$ cat src/rtl/modsimrand_hist.sv
// Windowed histogram of PN words binned by their top BIN_BITS bits, drained over valid/ready.
// Optional chi-square accumulator enabled by defining MODSIMRAND_HIST_CHISQ_EN.
module modsimrand_hist #(
    parameter int unsigned BIN_BITS    = 4,
    parameter int unsigned WINDOW_LOG2 = 10,
    localparam int unsigned CNT_W      = WINDOW_LOG2 + 1
) (
    input  logic                clk,
    input  logic                reset,
    input  logic                clk_en,
    input  logic [31:0]         din,
    output logic                bin_valid,
    input  logic                bin_ready,
    output logic [BIN_BITS-1:0] bin_idx,
    output logic [CNT_W-1:0]    bin_count,
    output logic                bin_last,
    output logic [15:0]         dropped
`ifdef MODSIMRAND_HIST_CHISQ_EN
    ,
    output logic [2*(CNT_W+1)+BIN_BITS-1:0] chisq,
    output logic                            chisq_valid
`endif
);

    localparam int unsigned NBINS = 1 << BIN_BITS;
    localparam logic [BIN_BITS-1:0] LAST_IDX = '1;

    typedef enum logic {ACCUM, DUMP} state_t;

    state_t                 state;
    logic [CNT_W-1:0]       counts [NBINS];
    logic [WINDOW_LOG2-1:0] sample_cnt;
    logic [BIN_BITS-1:0]    din_bin;
    logic [BIN_BITS-1:0]    idx_next;
    logic                   accept;
    logic                   window_close;
    logic                   din_unused;

    assign din_bin      = din[31 -: BIN_BITS];
    assign din_unused   = ^din[31-BIN_BITS:0];
    assign idx_next     = bin_idx + BIN_BITS'(1);
    assign accept       = bin_valid & bin_ready;
    assign window_close = (state == ACCUM) && clk_en && (&sample_cnt);

    // Accumulate samples, then present one bin per accepted handshake
    always_ff @(posedge clk) begin
        if (reset) begin
            state      <= ACCUM;
            sample_cnt <= '0;
            bin_valid  <= 1'b0;
            bin_idx    <= '0;
            bin_count  <= '0;
            bin_last   <= 1'b0;
            dropped    <= '0;
            for (int unsigned i = 0; i < NBINS; i++) begin
                counts[BIN_BITS'(i)] <= '0;
            end
        end else begin
            case (state)
                ACCUM: begin
                    if (clk_en) begin
                        counts[din_bin] <= counts[din_bin] + CNT_W'(1);
                        sample_cnt      <= sample_cnt + WINDOW_LOG2'(1);
                        if (&sample_cnt) begin
                            state     <= DUMP;
                            bin_valid <= 1'b1;
                            bin_idx   <= '0;
                            bin_last  <= (LAST_IDX == '0);
                            // Bin 0 may be the one the closing sample lands in
                            bin_count <= (din_bin == '0) ? counts[0] + CNT_W'(1) : counts[0];
                        end
                    end
                end
                DUMP: begin
                    if (clk_en && (dropped != 16'hFFFF)) begin
                        dropped <= dropped + 16'd1;
                    end
                    if (accept) begin
                        counts[bin_idx] <= '0;
                        if (bin_last) begin
                            state     <= ACCUM;
                            bin_valid <= 1'b0;
                            bin_idx   <= '0;
                            bin_count <= '0;
                            bin_last  <= 1'b0;
                        end else begin
                            bin_idx   <= idx_next;
                            bin_count <= counts[idx_next];
                            bin_last  <= (idx_next == LAST_IDX);
                        end
                    end
                end
                default: state <= ACCUM;
            endcase
        end
    end

`ifdef MODSIMRAND_HIST_CHISQ_EN
    localparam int unsigned CHISQ_W = 2 * (CNT_W + 1) + BIN_BITS;
    localparam int unsigned EXP_CNT = 1 << (WINDOW_LOG2 - BIN_BITS);

    logic signed [CNT_W:0]     diff;
    logic signed [2*CNT_W+1:0] sq;

    assign diff = $signed({1'b0, bin_count}) - $signed((CNT_W+1)'(EXP_CNT));
    assign sq   = diff * diff;

    // Sum of squared deviations over the accepted bins of one dump
    always_ff @(posedge clk) begin
        if (reset) begin
            chisq       <= '0;
            chisq_valid <= 1'b0;
        end else begin
            chisq_valid <= 1'b0;
            if (window_close) begin
                chisq <= '0;
            end else if ((state == DUMP) && accept) begin
                chisq       <= chisq + CHISQ_W'($unsigned(sq));
                chisq_valid <= bin_last;
            end
        end
    end
`endif

endmodule

$ cat config.mk
export PLATFORM = sky130hd
export DESIGN_NAME = modsimrand_hist
export DESIGN_NICKNAME = d
export VERILOG_FILES = /design/src/rtl/modsimrand_hist.sv
export SDC_FILE = /design/constraint.sdc
export NUM_CORES = 1
export LEC_CHECK = 0
export BUFFER_PORTS_ARGS = -buffer_cell sky130_fd_sc_hd__clkbuf_2
export CAP_MARGIN = 30
export CORE_ASPECT_RATIO = 0.75
export CORE_MARGIN = 2
export CORE_UTILIZATION = 45
export CTS_CLUSTER_SIZE = 16
export DETAILED_ROUTE_END_ITERATION = 8
export HOLD_SLACK_MARGIN = 0.1
export PLACE_DENSITY = 0.63
export SETUP_SLACK_MARGIN = 0.1
export SLEW_MARGIN = 20
export SYNTH_ARGS = -nofsm -noshare
export SYNTH_HDL_FRONTEND = slang
export SYNTH_SLANG_ARGS = --single-unit
$ cat constraint.sdc
create_clock -name clk -period 3.55 [get_ports clk]
set_input_delay 0.8875 -clock clk [delete_from_list [all_inputs] [get_ports clk]]
set_output_delay 0.8875 -clock clk [all_outputs]
set_load 0.01 [all_outputs]
# Word-level counts from Yosys, hierarchy flattened
# Memories as Yosys holds them, arrays and structs flattened.
# Cells that the tools add are included.
# totals
ff_bits	44
ram_bits	176
inputBits	36
output_inout_bits	33
wordCells	72
mem_count	1
# classes
n_addsub	5
n_eq_ne	6
muxes	42
n_bitwise	2
n_reduce_logical	9
# mem_list
memory	words	word_bits	read_ports	rd_ports_with_merged_regs	wr	line	text
counts	16	11	3	0	16	31	logic [CNT_W-1:0] counts [NBINS];
# op_table
operator	n
11-bit two-way mux	7
1-bit two-way mux	24
4-bit two-way mux	6
11-bit by 1-bit adder with 11-bit output (second input constant)	2
11-bit one-hot mux with 2 select lines	1
11-bit OR reduction	2
16-bit by 1-bit adder with 16-bit output (second input constant)	1
16-bit != test (second input constant)	1
10-bit by 1-bit adder with 10-bit output (second input constant)	1
10-bit AND reduction	1
4-bit one-hot mux with 2 select lines	1
1-bit one-hot mux with 2 select lines	3
4-bit by 1-bit adder with 4-bit output (second input constant)	1
4-bit equality test (second input constant)	1
4-bit logical NOT	1
2-bit by 1-bit != test with 1-bit output (second input constant)	2
2-bit != test (second input constant)	2
2-bit AND reduction	2
4-bit AND reduction	1
3-bit AND reduction	1
1-bit AND	1
1-bit logical AND	1
1-bit inverter	1

# Logic depth before layout (Yosys ltp)
# Gate-level depths: netlist of the first run.
# logic_depth
word_depth	7
ltp_mapped	13
depth_no_buf	8

# Worst setup path before layout of the first run
# OpenSTA, ideal clock, no wires.
# synth_path
path_kind	reg2reg
from	register bin_idx[0]
to	register bin_count[0]
setup_ps	137
t_arrival_ps	3533
required_ps	3413
setup_slack_ps	-120
path_stages_with_launch	14
path_buffers	6
synth_period_minus_slack_ps	3670
cell_sequence	dfxtp_1 -> clkbuf_1 -> buf_2 -> buf_1 -> inv_1 -> ha_1 -> clkbuf_1 -> clkbuf_1 -> clkbuf_1 -> mux4_2 -> mux2i_1 -> o22ai_1 -> a31oi_1 -> a211oi_1
# synth_via
elab_chain_cells	5
# synth_rtl
element	line	text
start, declared	14	output logic [BIN_BITS-1:0] bin_idx,
start signal, assigned	87	bin_idx <= idx_next;
4-bit by 1-bit adder with 4-bit output	41	assign idx_next = bin_idx + BIN_BITS'(1);
memory read 16 x 11 bit	-	
11-bit two-way mux	80	if (bin_last) begin
11-bit two-way mux	78	if (accept) begin
11-bit one-hot mux with 2 select lines	59	case (state)
end signal, assigned	70	bin_count <= (din_bin == '0) ? counts[0] + CNT_W'(1) : counts[0];
end signal, assigned	88	bin_count <= counts[idx_next];
end, declared	15	output logic [CNT_W-1:0] bin_count,
# No other way between the ends. The select of a mux whose other input is x is not followed.
# A chain may end at the register's enable or synchronous reset.

==> metrics.txt, run 1 <==
# TYPE chip_impl_metric gauge
chip_impl_info{name="status",value="complete, no violations"} 1
chip_impl_metric{name="crit_path_max_incr_delay",unit="ps"} 590
chip_impl_info{name="hp-class",value="flop to flop"} 1
chip_impl_metric{name="grt_pass1_vias",unit=""} 8070
chip_impl_metric{name="global_route_wire_length_before_repair",unit="um"} 50100
chip_impl_metric{name="ffs_latches_synth",unit=""} 220
chip_impl_info{name="synthFlopType",value="sky130_fd_sc_hd__edfxtp_1"} 1
chip_impl_metric{name="hold_path_depth",unit=""} 2
chip_impl_metric{name="critical_path_required",unit="ps"} 3900
chip_impl_metric{name="static_leakage",unit="nW"} 4.93
chip_impl_metric{name="num_rows",unit=""} 51
chip_impl_metric{name="post-dp-hpwl",unit="um"} 24000
chip_impl_metric{name="syn_avg_cell_area",unit="um^2"} 12.3
chip_impl_metric{name="layout_worst_path_cycle_share",unit="%"} 87.7
chip_impl_info{name="end_kind",value="flop"} 1
chip_impl_metric{name="area_growth",unit="%"} 17.1
chip_impl_metric{name="layout_min_cycle_time",unit="ps"} 3110
chip_impl_info{name="critical_path.slowest_cell",value="sky130_fd_sc_hd__or4_1"} 1
chip_impl_metric{name="clk_latency",unit="ps"} 520
chip_impl_metric{name="cts-buffers-inserted",unit=""} 23
chip_impl_metric{name="grt_overflow",unit=""} 0
chip_impl_metric{name="p_per_area",unit="mW/mm^2"} 434
chip_impl_metric{name="synthArstFlopShare",unit="%"} 0
chip_impl_metric{name="maxClockFrequency",unit="GHz"} 0.321
chip_impl_metric{name="max_cap_violations",unit=""} 0
chip_impl_metric{name="die_h",unit="um"} 145
chip_impl_metric{name="number_of_buffer_and_inverter_instances_along_the_worst_setup_path",unit=""} 3
chip_impl_metric{name="synth_edf_count",unit=""} 176
chip_impl_info{name="path_class",value="input pin to flop"} 1
chip_impl_metric{name="die-area",unit="mm^2"} 0.0277
chip_impl_metric{name="wl",unit="um"} 33400
chip_impl_metric{name="reg2regPathDepth",unit=""} 9
chip_impl_metric{name="final_design_area_no_fill",unit="mm^2"} 0.0139
chip_impl_metric{name="grt_max_degree",unit=""} 61
chip_impl_metric{name="clock_tree_buffer_depth",unit=""} 3
chip_impl_info{name="unrepaired_setup_endpoints_after_global_routing",value="no"} 1
chip_impl_metric{name="fin_skew",unit="ps"} 11.3
chip_impl_metric{name="drt-wirelength-per-cell",unit="um"} 23.5
chip_impl_metric{name="final_setup_violation_count",unit=""} 0
chip_impl_info{name="final_cell_mix",value="176 x sky130_fd_sc_hd__edfxtp_1, 145 x sky130_fd_sc_hd__nor2_1, 97 x sky130_fd_sc_hd__buf_4, 84 x sky130_fd_sc_hd__mux4_2, 62 x sky130_fd_sc_hd__a21oi_1"} 1
chip_impl_metric{name="final-hold-violation-count",unit=""} 0
chip_impl_metric{name="number_of_antenna_violations_at_the_first_check_in_global_routing",unit=""} 0
chip_impl_metric{name="antennaDiodeCount",unit=""} 0
chip_impl_metric{name="coreArea",unit="mm^2"} 0.0260
chip_impl_metric{name="ctsResizeCount",unit=""} 0
chip_impl_metric{name="yosys_warnings",unit=""} 0
chip_impl_metric{name="synth-seq-area-share",unit="%"} 51.9
chip_impl_info{name="timing.critical_path.cells",value="clkbuf_2 -> buf_4 -> mux4_2 -> mux2i_1 -> mux2i_1 -> nand2_1 -> or4_1 -> buf_4 -> a21oi_1"} 1
chip_impl_metric{name="antenna_violating_nets_left",unit=""} 0
chip_impl_info{name="critical_path.top_delay_family",value="multiplexers"} 1
chip_impl_metric{name="drc_errors",unit=""} 0
chip_impl_metric{name="met3_usage",unit="%"} 6.75
chip_impl_metric{name="htree_num_levels",unit=""} 1
chip_impl_metric{name="ys_types",unit=""} 54
chip_impl_metric{name="cts.hold.buffers_added",unit=""} 0
chip_impl_metric{name="final_core_utilization",unit="%"} 53.5
chip_impl_metric{name="timing.critical_path.depth",unit=""} 9
chip_impl_metric{name="worst-path-max-fanout",unit=""} 20
chip_impl_metric{name="dr_total_vias",unit=""} 8598
chip_impl_info{name="cts_tree",value="built"} 1
chip_impl_metric{name="post_dp_cell_area",unit="mm^2"} 0.0131
chip_impl_metric{name="reg2reg_slack",unit="ps"} 610
chip_impl_metric{name="layout.nets",unit=""} 1104
chip_impl_metric{name="cts_post_setup_buffers_inserted",unit=""} 0
chip_impl_metric{name="port_buffer_cells",unit=""} 40
chip_impl_metric{name="groute.usage.overall",unit="%"} 24.8
chip_impl_metric{name="drt-pass1-iter-count",unit=""} 7
chip_impl_metric{name="synth_fp_nets",unit=""} 1004
chip_impl_metric{name="drive_above_1_share",unit="%"} 28.5
chip_impl_metric{name="vias_per_cell",unit=""} 6.05
chip_impl_metric{name="timing_max_transition_violations_final",unit=""} 0
chip_impl_info{name="cts.root.buffer_cell",value="sky130_fd_sc_hd__clkbuf_16"} 1
chip_impl_metric{name="grt.met1_usage",unit="%"} 36.8
chip_impl_metric{name="start_util",unit="%"} 45.7
chip_impl_metric{name="die_width",unit="um"} 192
chip_impl_metric{name="maxSlewHeadroom",unit="%"} 40.4
chip_impl_metric{name="syn-instance-count",unit=""} 962
chip_impl_info{name="layout.cells.most_common",value="sky130_fd_sc_hd__edfxtp_1"} 1
chip_impl_info{name="setup.worst_path.start_class",value="input pin"} 1
chip_impl_metric{name="pin_count",unit=""} 69
chip_impl_metric{name="drtIter0Drc",unit=""} 1066
chip_impl_info{name="gr-max-usage-layer",value="met1"} 1
chip_impl_metric{name="ir_worst_vdd",unit="mV"} 0.327
chip_impl_metric{name="crit_arrival",unit="ps"} 3460
chip_impl_metric{name="place_congestion",unit=""} 0.882
chip_impl_metric{name="clk_pin_slew_worst_paths",unit="ps"} 60
chip_impl_metric{name="worstMarginPinSlew",unit="ps"} 880
chip_impl_metric{name="synthesis.area",unit="mm^2"} 0.0119
chip_impl_metric{name="met2_usage",unit="%"} 35.9
chip_impl_metric{name="cts_sinks",unit=""} 220
-- stage by stage --
| stage | worst slack (ps) | hold slack [ps] | total power, mW | setup TNS [ps] | instances |
|---|---|---|---|---|---|
| after floorplan | 105 | 458 | 3.32 | 0 | 962 |
| after global placement | 36.2 | 447 | 3.58 | 0 | 1381 |
| after detailed placement | -1.97 | 454 | 3.59 | -1.97 | 1381 |
| after CTS | 549 | 462 | 6.06 | 0 | 1422 |
| after global routing | 292 | 495 | 6.21 | 0 | 1422 |
| final | 438 | 458 | 6.03 | 0 | 1422 |
-- registers in the layout, summed over array words and instances, names as in the netlist --
name and cells:
dropped 16, state 1, bin_count 11, bin_idx 4
sample_cnt 10, bin_valid 1, counts 176, bin_last 1
-- final cells by class --
type                       instances  area, um^2
timing repair buffer             150        1190
fill                            2202       12100
sequential                       220        6170
clock buffer                      30         632
multi-input combinational        659        5310
clock inverter                    11         134
tap                              344         430
inverter                           8        30.0
-- path summary, 6_finish.rpt --
kind,end,startpoint
worst max-delay path,counts[4][9],din[28]
worst min-delay path,bin_count[7],bin_count[7]
worst max register to register,bin_count[10],bin_idx[0]
worst min register to register,bin_count[7],bin_count[7]
-- power by group --
group	internal, mW	switching [mW]	leakage, nW	total (mW)
sequential	2.86	0.0558	2.18	2.92
combinational	0.263	0.364	2.37	0.627
clock	1.47	1.01	0.380	2.49
-- routing by layer --
metal,up-vias,share of wire (%)
li1,3866,-
met1,4220,44
met2,454,42
met3,58,11
met4,0,2.5
met5,-,0
-- tightest hold or removal path, stage by stage (launching register included) --
cell and delay [ps]:
sky130_fd_sc_hd__dfxtp_1 310, sky130_fd_sc_hd__nand2_1 50, sky130_fd_sc_hd__a21oi_1 50
-- kinds of logic after synthesis --
| family | after synthesis | share of synthesized area, % |
|---|---|---|
| buffers and inverters | 83 | 3.55 |
| adder cells (fa/ha/maj) | 6 | 0.632 |
| AO/OA/AOI/OAI | 132 | 7.20 |
| AND/OR/NAND/NOR | 357 | 14.2 |
| multiplexers | 129 | 19.9 |
| XOR/XNOR | 35 | 2.58 |
| flip-flops | 220 | 51.9 |
-- synth_stat cells, drive strengths merged, types with 2 or more instances --
master / instances / share of area (%)
a211oi: 18 / 1.1
a21oi: 72 / 3.4
a22oi: 5 / 0.32
a2bb2oi: 6 / 0.44
a31oi: 3 / 0.16
and2: 9 / 0.47
and3: 4 / 0.21
and4: 3 / 0.22
buf: 34 / 2.0
clkbuf: 41 / 1.3
dfxtp: 44 / 7.4
edfxtp: 176 / 45
ha: 6 / 0.63
inv: 8 / 0.25
mux2: 11 / 1.0
mux2i: 34 / 2.9
mux4: 84 / 16
nand2: 44 / 1.4
nand2b: 22 / 1.2
nand3: 39 / 1.6
nand4: 15 / 0.84
nor2: 145 / 4.6
nor2b: 17 / 0.90
nor3: 41 / 1.7
nor4: 3 / 0.21
o21ai: 10 / 0.42
o221ai: 2 / 0.15
o22ai: 4 / 0.26
o311ai: 2 / 0.15
o31ai: 4 / 0.34
or2: 4 / 0.21
or3: 6 / 0.32
or4: 4 / 0.25
xnor2: 15 / 1.1
xor2: 20 / 1.5
Note: power is estimated with default switching activity, not from simulation.
==> run 2: changes to the inputs <==
Settings changed: ABC_AREA set to 1, CAP_MARGIN 30 to 25, PLACE_DENSITY 0.63 to 0.61.
Clock period 3.55 ns to 3.9 ns, I/O delays scaled along.
==> run 2 against run 1 <==
Final cell count up 39%. Largest power group unchanged. Worst hold slack improved by 24 ps. Clock power hardly changed. Area after synthesis is 6.1% higher. Clock skew rose by 1.4 ps. Global-route usage up 2.4 points. Critical endpoint is now counts[3][10]. Via count rose by 28%. Combinational power down 2%. Sequential cell count unchanged.
==> metrics.txt, run 2 <==
# TYPE chip_impl_metric gauge
chip_impl_metric{name="final_setup_violation_count",unit=""} 0
chip_impl_info{name="setup.worst_path.start_class",value="input pin"} 1
chip_impl_metric{name="synth_edf_count",unit=""} 176
chip_impl_metric{name="setup_tns",unit="ps"} 0
chip_impl_metric{name="layout_worst_path_cycle_share",unit="%"} 77.8
chip_impl_metric{name="worst-path-max-fanout",unit=""} 61
chip_impl_info{name="worstHoldStart",value="dropped[15]"} 1
chip_impl_metric{name="hold_path_depth",unit=""} 2
chip_impl_metric{name="final_design_area_no_fill",unit="mm^2"} 0.0141
chip_impl_metric{name="syn-instance-count",unit=""} 1573
chip_impl_metric{name="clk_pin_slew_worst_paths",unit="ps"} 60
chip_impl_metric{name="crit_arrival",unit="ps"} 3410
chip_impl_metric{name="place_congestion",unit=""} 0.957
chip_impl_metric{name="number_of_antenna_violations_at_the_first_check_in_global_routing",unit=""} 1
chip_impl_metric{name="fin_skew",unit="ps"} 12.6
chip_impl_metric{name="ctsResizeCount",unit=""} 0
chip_impl_metric{name="yosys_warnings",unit=""} 0
chip_impl_info{name="min_to",value="dropped[15]"} 1
chip_impl_info{name="final_cell_mix",value="326 x sky130_fd_sc_hd__nand2_1, 208 x sky130_fd_sc_hd__nor2_1, 176 x sky130_fd_sc_hd__edfxtp_1, 143 x sky130_fd_sc_hd__inv_1, 134 x sky130_fd_sc_hd__o21ai_0"} 1
chip_impl_metric{name="layout_min_cycle_time",unit="ps"} 3030
chip_impl_info{name="yosys-top-cells-area",value="sky130_fd_sc_hd__edfxtp_1 42%, sky130_fd_sc_hd__nand2_1 9.7%, sky130_fd_sc_hd__dfxtp_1 7.0%, sky130_fd_sc_hd__nor2_1 6.2%, sky130_fd_sc_hd__o21ai_0 5.3%"} 1
chip_impl_metric{name="worstMarginPinSlew",unit="ps"} 908
chip_impl_metric{name="reg2regPathDepth",unit=""} 10
chip_impl_info{name="regMostFlops",value="counts"} 1
chip_impl_metric{name="groute.usage.overall",unit="%"} 27.1
chip_impl_metric{name="final-hold-violation-count",unit=""} 0
chip_impl_metric{name="coreArea",unit="mm^2"} 0.0273
chip_impl_info{name="crit-reg2reg-launch",value="state"} 1
chip_impl_metric{name="drive_above_1_share",unit="%"} 14.2
chip_impl_metric{name="synthesis.area",unit="mm^2"} 0.0126
chip_impl_metric{name="die_h",unit="um"} 149
chip_impl_metric{name="static_leakage",unit="nW"} 5.67
chip_impl_metric{name="clock_tree_buffer_depth",unit=""} 3
chip_impl_metric{name="drc_errors",unit=""} 0
chip_impl_metric{name="htree_num_levels",unit=""} 1
chip_impl_info{name="hp-class",value="flop to flop"} 1
chip_impl_info{name="largest_registers_ranked_by_flip_flop_count",value="counts (176), dropped (16), bin_count (11)"} 1
chip_impl_info{name="post-synth-top-area-cell",value="sky130_fd_sc_hd__edfxtp_1"} 1
chip_impl_info{name="synth_common_cells",value="326 x sky130_fd_sc_hd__nand2_1, 208 x sky130_fd_sc_hd__nor2_1, 176 x sky130_fd_sc_hd__edfxtp_1"} 1
chip_impl_metric{name="ir_worst_vdd",unit="mV"} 0.360
chip_impl_metric{name="crit_path_max_incr_delay",unit="ps"} 360
chip_impl_metric{name="maxClockFrequency",unit="GHz"} 0.330
chip_impl_info{name="end_kind",value="flop"} 1
chip_impl_metric{name="ys_types",unit=""} 40
chip_impl_metric{name="grt_pass1_vias",unit=""} 10100
chip_impl_info{name="synth.most_common_cell",value="sky130_fd_sc_hd__nand2_1"} 1
chip_impl_metric{name="cts_sinks",unit=""} 220
chip_impl_metric{name="drt-wirelength-per-cell",unit="um"} 20.0
chip_impl_info{name="status",value="complete, no violations"} 1
chip_impl_metric{name="post_dp_cell_area",unit="mm^2"} 0.0132
chip_impl_metric{name="start_util",unit="%"} 46.2
chip_impl_metric{name="drtIter0Drc",unit=""} 1201
chip_impl_metric{name="port_buffer_cells",unit=""} 40
chip_impl_info{name="worst_path_most_repeated_cell",value="sky130_fd_sc_hd__nand2_1"} 1
chip_impl_info{name="unrepaired_setup_endpoints_after_global_routing",value="no"} 1
chip_impl_metric{name="synth-seq-area-share",unit="%"} 49.0
chip_impl_metric{name="maxSlewHeadroom",unit="%"} 39.5
chip_impl_metric{name="antennaDiodeCount",unit=""} 0
chip_impl_metric{name="post-dp-hpwl",unit="um"} 27600
chip_impl_metric{name="area_growth",unit="%"} 12.0
chip_impl_metric{name="ffs_latches_synth",unit=""} 220
chip_impl_metric{name="vias_per_cell",unit=""} 5.58
chip_impl_metric{name="die_width",unit="um"} 197
chip_impl_info{name="layout.cells.most_common",value="sky130_fd_sc_hd__nand2_1"} 1
chip_impl_metric{name="global_route_wire_length_before_repair",unit="um"} 59700
chip_impl_info{name="timing.critical_path.cells",value="buf_4 -> buf_12 -> nand2_1 -> o21ai_1 -> nand2_1 -> nand3_1 -> nand3_1 -> nand2_1 -> ha_1 -> nand3_2 -> nor2_4 -> nand2_1 -> nand2_2 -> nand3_4 -> nor2_1"} 1
chip_impl_metric{name="die-area",unit="mm^2"} 0.0294
chip_impl_info{name="cts.root.buffer_cell",value="sky130_fd_sc_hd__clkbuf_16"} 1
chip_impl_metric{name="wl",unit="um"} 39400
chip_impl_metric{name="p_per_area",unit="mW/mm^2"} 410
chip_impl_metric{name="critical_path_required",unit="ps"} 4280
chip_impl_metric{name="layout.nets",unit=""} 1648
chip_impl_metric{name="drt-pass1-iter-count",unit=""} 7
chip_impl_metric{name="cts-buffers-inserted",unit=""} 24
chip_impl_metric{name="grt_overflow",unit=""} 0
chip_impl_metric{name="synthArstFlopShare",unit="%"} 0
chip_impl_metric{name="cts_post_setup_buffers_inserted",unit=""} 0
chip_impl_metric{name="clk_latency",unit="ps"} 540
chip_impl_metric{name="dr_total_vias",unit=""} 11000
chip_impl_metric{name="pin_count",unit=""} 69
chip_impl_metric{name="max_cap_violations",unit=""} 0
chip_impl_metric{name="cts.hold.buffers_added",unit=""} 0
chip_impl_info{name="synthFlopType",value="sky130_fd_sc_hd__edfxtp_1"} 1
chip_impl_info{name="path_class",value="input pin to flop"} 1
chip_impl_metric{name="proportion_of_netlist_area_held_by_the_largest_area_contributor",unit="%"} 42.0
chip_impl_metric{name="largest_reg_flops",unit=""} 176
chip_impl_metric{name="num_rows",unit=""} 52
chip_impl_metric{name="synth_fp_nets",unit=""} 1615
chip_impl_metric{name="grt_max_degree",unit=""} 85
chip_impl_info{name="cts_tree",value="built"} 1
chip_impl_metric{name="timing_max_transition_violations_final",unit=""} 0
chip_impl_metric{name="reg2reg_slack",unit="ps"} 980
chip_impl_metric{name="syn_avg_cell_area",unit="um^2"} 8.01
chip_impl_metric{name="antenna_violating_nets_left",unit=""} 0
chip_impl_info{name="regToRegEndpoint",value="counts[1][10]"} 1
chip_impl_info{name="critical_path.slowest_cell",value="sky130_fd_sc_hd__nand3_4"} 1
[run 2: final cells by class]
type | count | area, um^2
Clock buffer | 34 | 713
Clock inverter | 9 | 156
Fill cell | 2559 | 13200
Inverter | 159 | 597
Multi-Input combinational cell | 1088 | 5260
Sequential cell | 220 | 6170
Tap cell | 351 | 439
Timing Repair Buffer | 113 | 776
[run 2: routing by layer]
| layer | global-route usage [%] | part of all wire [%] |
|---|---|---|
| met1 | 40.1 | 46 |
| met2 | 37.8 | 40 |
| met3 | 8.91 | 11 |
| met4 | 7.29 | 2.6 |
| met5 | 0 | 0 |
[run 2: where the power goes]
group / internal, mW / switching (mW)
registers: 2.61 / 0.0350
clock network: 1.54 / 0.983
logic: 0.162 / 0.449
total: 4.31 / 1.47
[run 2: worst max-delay path by stage]
| stage | start | endpoint | slack (ps) | cells after the start |
|---|---|---|---|---|
| after floorplan | bin_ready | counts[13][0] | 1050 | 12 |
| after global placement | din[28] | counts[3][10] | 460 | 14 |
| after detailed placement | din[28] | counts[2][10] | 430 | 15 |
| after CTS | din[28] | counts[2][10] | 960 | 15 |
| after global routing | din[28] | counts[4][10] | 710 | 17 |
| final | din[28] | counts[3][10] | 870 | 15 |
[run 2: cell families (layout without fill, tap and decap cells)]
group | Yosys count | after routing | share of synthesized area [%]
DFF | 220 | 220 | 49.0
buffers and inverters | 265 | 315 | 9.38
and+or+nand+nor | 740 | 740 | 25.7
AOI/OAI and AO/OA | 331 | 331 | 14.6
xor gates and xnor gates | 11 | 11 | 0.765
adders and majority gates | 6 | 6 | 0.596
[run 2: stage by stage]
step	total power, mW	setup WS, ps	std cells	util (%)	hold WS (ps)
after floorplan	3.06	1050	1573	-	456
after global placement	3.28	462	1930	48.5	469
after detailed placement	3.29	425	1931	48.5	478
after CTS	5.79	958	1974	51.7	484
after global routing	5.93	711	1974	51.7	527
final	5.78	866	1974	51.7	482
[run 2: worst max-delay path, delay by kind of cell]
kind	cells	cell delay, ps
AND/OR/NAND/NOR	11	1510
AO/OA/AOI/OAI	1	90
buffers and inverters	2	520
adder cells (fa/ha/maj)	1	240
==> run 3: changes to the inputs <==
Settings changed: ABC_AREA 1 to 0.
Clock period 3.9 ns to 3.1 ns, I/O delays scaled along.
==> run 3 against run 2 <==
Clock-buffer cell count is 8 lower. Global-route usage fell by 1.1 points. Core utilization rose by 3.1 points. Clock power grew 9.9%. Worst hold slack worse by 13 ps. Power increased by 20%. Critical path depth is 4 lower.
==> metrics.txt, run 3 (synthesis results as in run 1) <==
# TYPE chip_impl_metric gauge
chip_impl_info{name="status",value="complete, no violations"} 1
chip_impl_metric{name="layout.nets",unit=""} 1119
chip_impl_metric{name="die_h",unit="um"} 145
chip_impl_metric{name="worstMarginPinSlew",unit="ps"} 1030
chip_impl_metric{name="clk_pin_slew_worst_paths",unit="ps"} 60
chip_impl_metric{name="die-area",unit="mm^2"} 0.0277
chip_impl_metric{name="grt_overflow",unit=""} 0
chip_impl_metric{name="start_util",unit="%"} 45.7
chip_impl_metric{name="port_buffer_cells",unit=""} 40
chip_impl_metric{name="worst-path-max-fanout",unit=""} 18
chip_impl_metric{name="fin_skew",unit="ps"} 12.3
chip_impl_metric{name="number_of_antenna_violations_at_the_first_check_in_global_routing",unit=""} 0
chip_impl_metric{name="largest_reg_flops",unit=""} 176
chip_impl_metric{name="drive_above_1_share",unit="%"} 30.6
chip_impl_info{name="hp-class",value="flop to flop"} 1
chip_impl_metric{name="ir_worst_vdd",unit="mV"} 0.435
chip_impl_metric{name="crit_path_max_incr_delay",unit="ps"} 530
chip_impl_metric{name="final_core_utilization",unit="%"} 54.9
chip_impl_info{name="path_class",value="input pin to flop"} 1
chip_impl_info{name="cts.root.buffer_cell",value="sky130_fd_sc_hd__clkbuf_16"} 1
chip_impl_info{name="unrepaired_setup_endpoints_after_global_routing",value="no"} 1
chip_impl_metric{name="global_route_wire_length_before_repair",unit="um"} 52500
chip_impl_info{name="worst_path_most_repeated_cell",value="sky130_fd_sc_hd__buf_4"} 1
chip_impl_metric{name="cts-buffers-inserted",unit=""} 23
chip_impl_metric{name="drtIter0Drc",unit=""} 878
chip_impl_metric{name="report.power.total",unit="mW"} 6.92
chip_impl_metric{name="maxClockFrequency",unit="GHz"} 0.344
chip_impl_metric{name="finalWorstSetupSlack",unit="ps"} 190
chip_impl_metric{name="clk_latency",unit="ps"} 520
chip_impl_metric{name="drt-pass1-iter-count",unit=""} 5
chip_impl_metric{name="grt_pass1_vias",unit=""} 8371
chip_impl_metric{name="antenna_violating_nets_left",unit=""} 0
chip_impl_metric{name="place_congestion",unit=""} 0.857
chip_impl_metric{name="htree_num_levels",unit=""} 1
chip_impl_metric{name="cts_sinks",unit=""} 220
chip_impl_info{name="largest_registers_ranked_by_flip_flop_count",value="counts (176), dropped (16), bin_count (11)"} 1
chip_impl_metric{name="crit_arrival",unit="ps"} 3150
chip_impl_metric{name="layout_worst_path_cycle_share",unit="%"} 93.9
chip_impl_metric{name="max_cap_violations",unit=""} 0
chip_impl_metric{name="die_width",unit="um"} 192
chip_impl_metric{name="maxSlewHeadroom",unit="%"} 31.0
chip_impl_metric{name="hold-worst-slack",unit="ps"} 470
chip_impl_metric{name="vias_per_cell",unit=""} 6.11
chip_impl_metric{name="static_leakage",unit="nW"} 5.06
chip_impl_info{name="regMostFlops",value="counts"} 1
chip_impl_metric{name="fill_cells",unit=""} 2158
chip_impl_metric{name="final_setup_violation_count",unit=""} 0
chip_impl_metric{name="place_worst_setup_slack",unit="ps"} -341
chip_impl_metric{name="wl",unit="um"} 35400
chip_impl_metric{name="drc_errors",unit=""} 0
chip_impl_metric{name="grt_max_degree",unit=""} 63
chip_impl_metric{name="groute.usage.overall",unit="%"} 26.0
chip_impl_info{name="cts_tree",value="built"} 1
chip_impl_metric{name="critical_path_required",unit="ps"} 3340
chip_impl_metric{name="coreArea",unit="mm^2"} 0.0260
chip_impl_metric{name="area_growth",unit="%"} 20.0
chip_impl_metric{name="drt-wirelength-per-cell",unit="um"} 24.6
chip_impl_metric{name="hold_path_depth",unit=""} 2
chip_impl_metric{name="dr_total_vias",unit=""} 8777
chip_impl_metric{name="pin_count",unit=""} 69
chip_impl_metric{name="layout_min_cycle_time",unit="ps"} 2910
chip_impl_info{name="setup.worst_path.start_class",value="input pin"} 1
chip_impl_metric{name="num_rows",unit=""} 51
chip_impl_info{name="final_cell_mix",value="176 x sky130_fd_sc_hd__edfxtp_1, 144 x sky130_fd_sc_hd__nor2_1, 101 x sky130_fd_sc_hd__buf_4, 84 x sky130_fd_sc_hd__mux4_2, 61 x sky130_fd_sc_hd__a21oi_1"} 1
chip_impl_metric{name="timing_max_transition_violations_final",unit=""} 0
chip_impl_metric{name="post-dp-hpwl",unit="um"} 24500
chip_impl_metric{name="antennaDiodeCount",unit=""} 0
chip_impl_metric{name="final-hold-violation-count",unit=""} 0
chip_impl_metric{name="reg2regPathDepth",unit=""} 8
chip_impl_info{name="critical_path.slowest_cell",value="sky130_fd_sc_hd__mux4_2"} 1
chip_impl_info{name="end_kind",value="flop"} 1
chip_impl_metric{name="p_per_area",unit="mW/mm^2"} 486
chip_impl_metric{name="clock_tree_buffer_depth",unit=""} 3
chip_impl_metric{name="cts.hold.buffers_added",unit=""} 0
chip_impl_info{name="timing.critical_path.cells",value="clkbuf_4 -> buf_12 -> mux4_2 -> a22oi_1 -> nand3_2 -> ha_4 -> buf_4 -> nand3_1 -> xor2_2 -> buf_4 -> nor2_1"} 1
chip_impl_info{name="layout.cells.most_common",value="sky130_fd_sc_hd__edfxtp_1"} 1
-- run 3: cell types whose count changed in the layout (fill, tap and decap cells not counted), sizes merged, moves of 34 or more --
| cell | before | now |
|---|---|---|
| mux2i | 0 | 34 |
| nand2 | 332 | 44 |
| inv | 156 | 8 |
| mux4 | 0 | 84 |
| nor2 | 253 | 145 |
| buf | 74 | 125 |
| o211ai | 59 | 1 |
| nand3 | 123 | 39 |
| o21ai | 161 | 10 |
-- run 3: path summary, 6_finish.rpt --
path / start / to / slack [ps]
worst min register to register: bin_count[3] / bin_count[3] / 470
worst min-delay path: bin_count[3] / bin_count[3] / 470
worst max register to register: counts[0][3] / counts[3][4] / 320
worst max-delay path: din[29] / counts[3][4] / 190
-- run 3: area by class of cell --
type | instances | area, um^2 | area share (%)
Sequential cell | 220 | 6170 | 43.3
Multi-Input combinational cell | 659 | 5440 | 38.2
Timing Repair Buffer | 165 | 1440 | 10.1
Clock buffer | 26 | 587 | 4.12
Tap cell | 344 | 430 | 3.02
Clock inverter | 15 | 149 | 1.04
Inverter | 8 | 30.0 | 0.211
-- run 3: power breakdown --
| part | total [mW] | switching (mW) | internal, mW |
|---|---|---|---|
| combinational | 0.813 | 0.459 | 0.354 |
| clock | 2.77 | 1.16 | 1.61 |
| sequential | 3.34 | 0.0611 | 3.28 |
-- run 3: metrics by stage --
stage	TNS, ps	cell area (um^2)	std cells
after CTS	0	14200	1437
after global placement	-36450	13500	1396
after detailed placement	-34810	13500	1396
final	0	14200	1437
after floorplan	0	12100	962
after global routing	0	14200	1437
-- run 3: worst max-delay path, delay by kind of cell --
| family | cells | cell delay (ps) |
|---|---|---|
| AO/OA/AOI/OAI | 1 | 260 |
| XOR/XNOR | 1 | 250 |
| adder cells (fa/ha/maj) | 1 | 180 |
| buffers and inverters | 4 | 770 |
| multiplexers | 1 | 530 |
| AND/OR/NAND/NOR | 3 | 350 |
-- run 3: timing repair --
action / CTS / global route
resized for setup: 0 / 4
setup endpoints to repair: 0 / 22
setup buffers: 0 / 0
-- run 3: routing by layer --
metal / part of all wire (%) / up-vias / global-route usage (%) / wire length, um
li1: - / 3895 / - / -
met1: 43 / 4395 / 38.9 / 15400
met3: 11 / 48 / 7.50 / 4020
met2: 43 / 439 / 37.7 / 15400
met4: 1.8 / 0 / 5.30 / 622
met5: 0 / - / 0 / 0
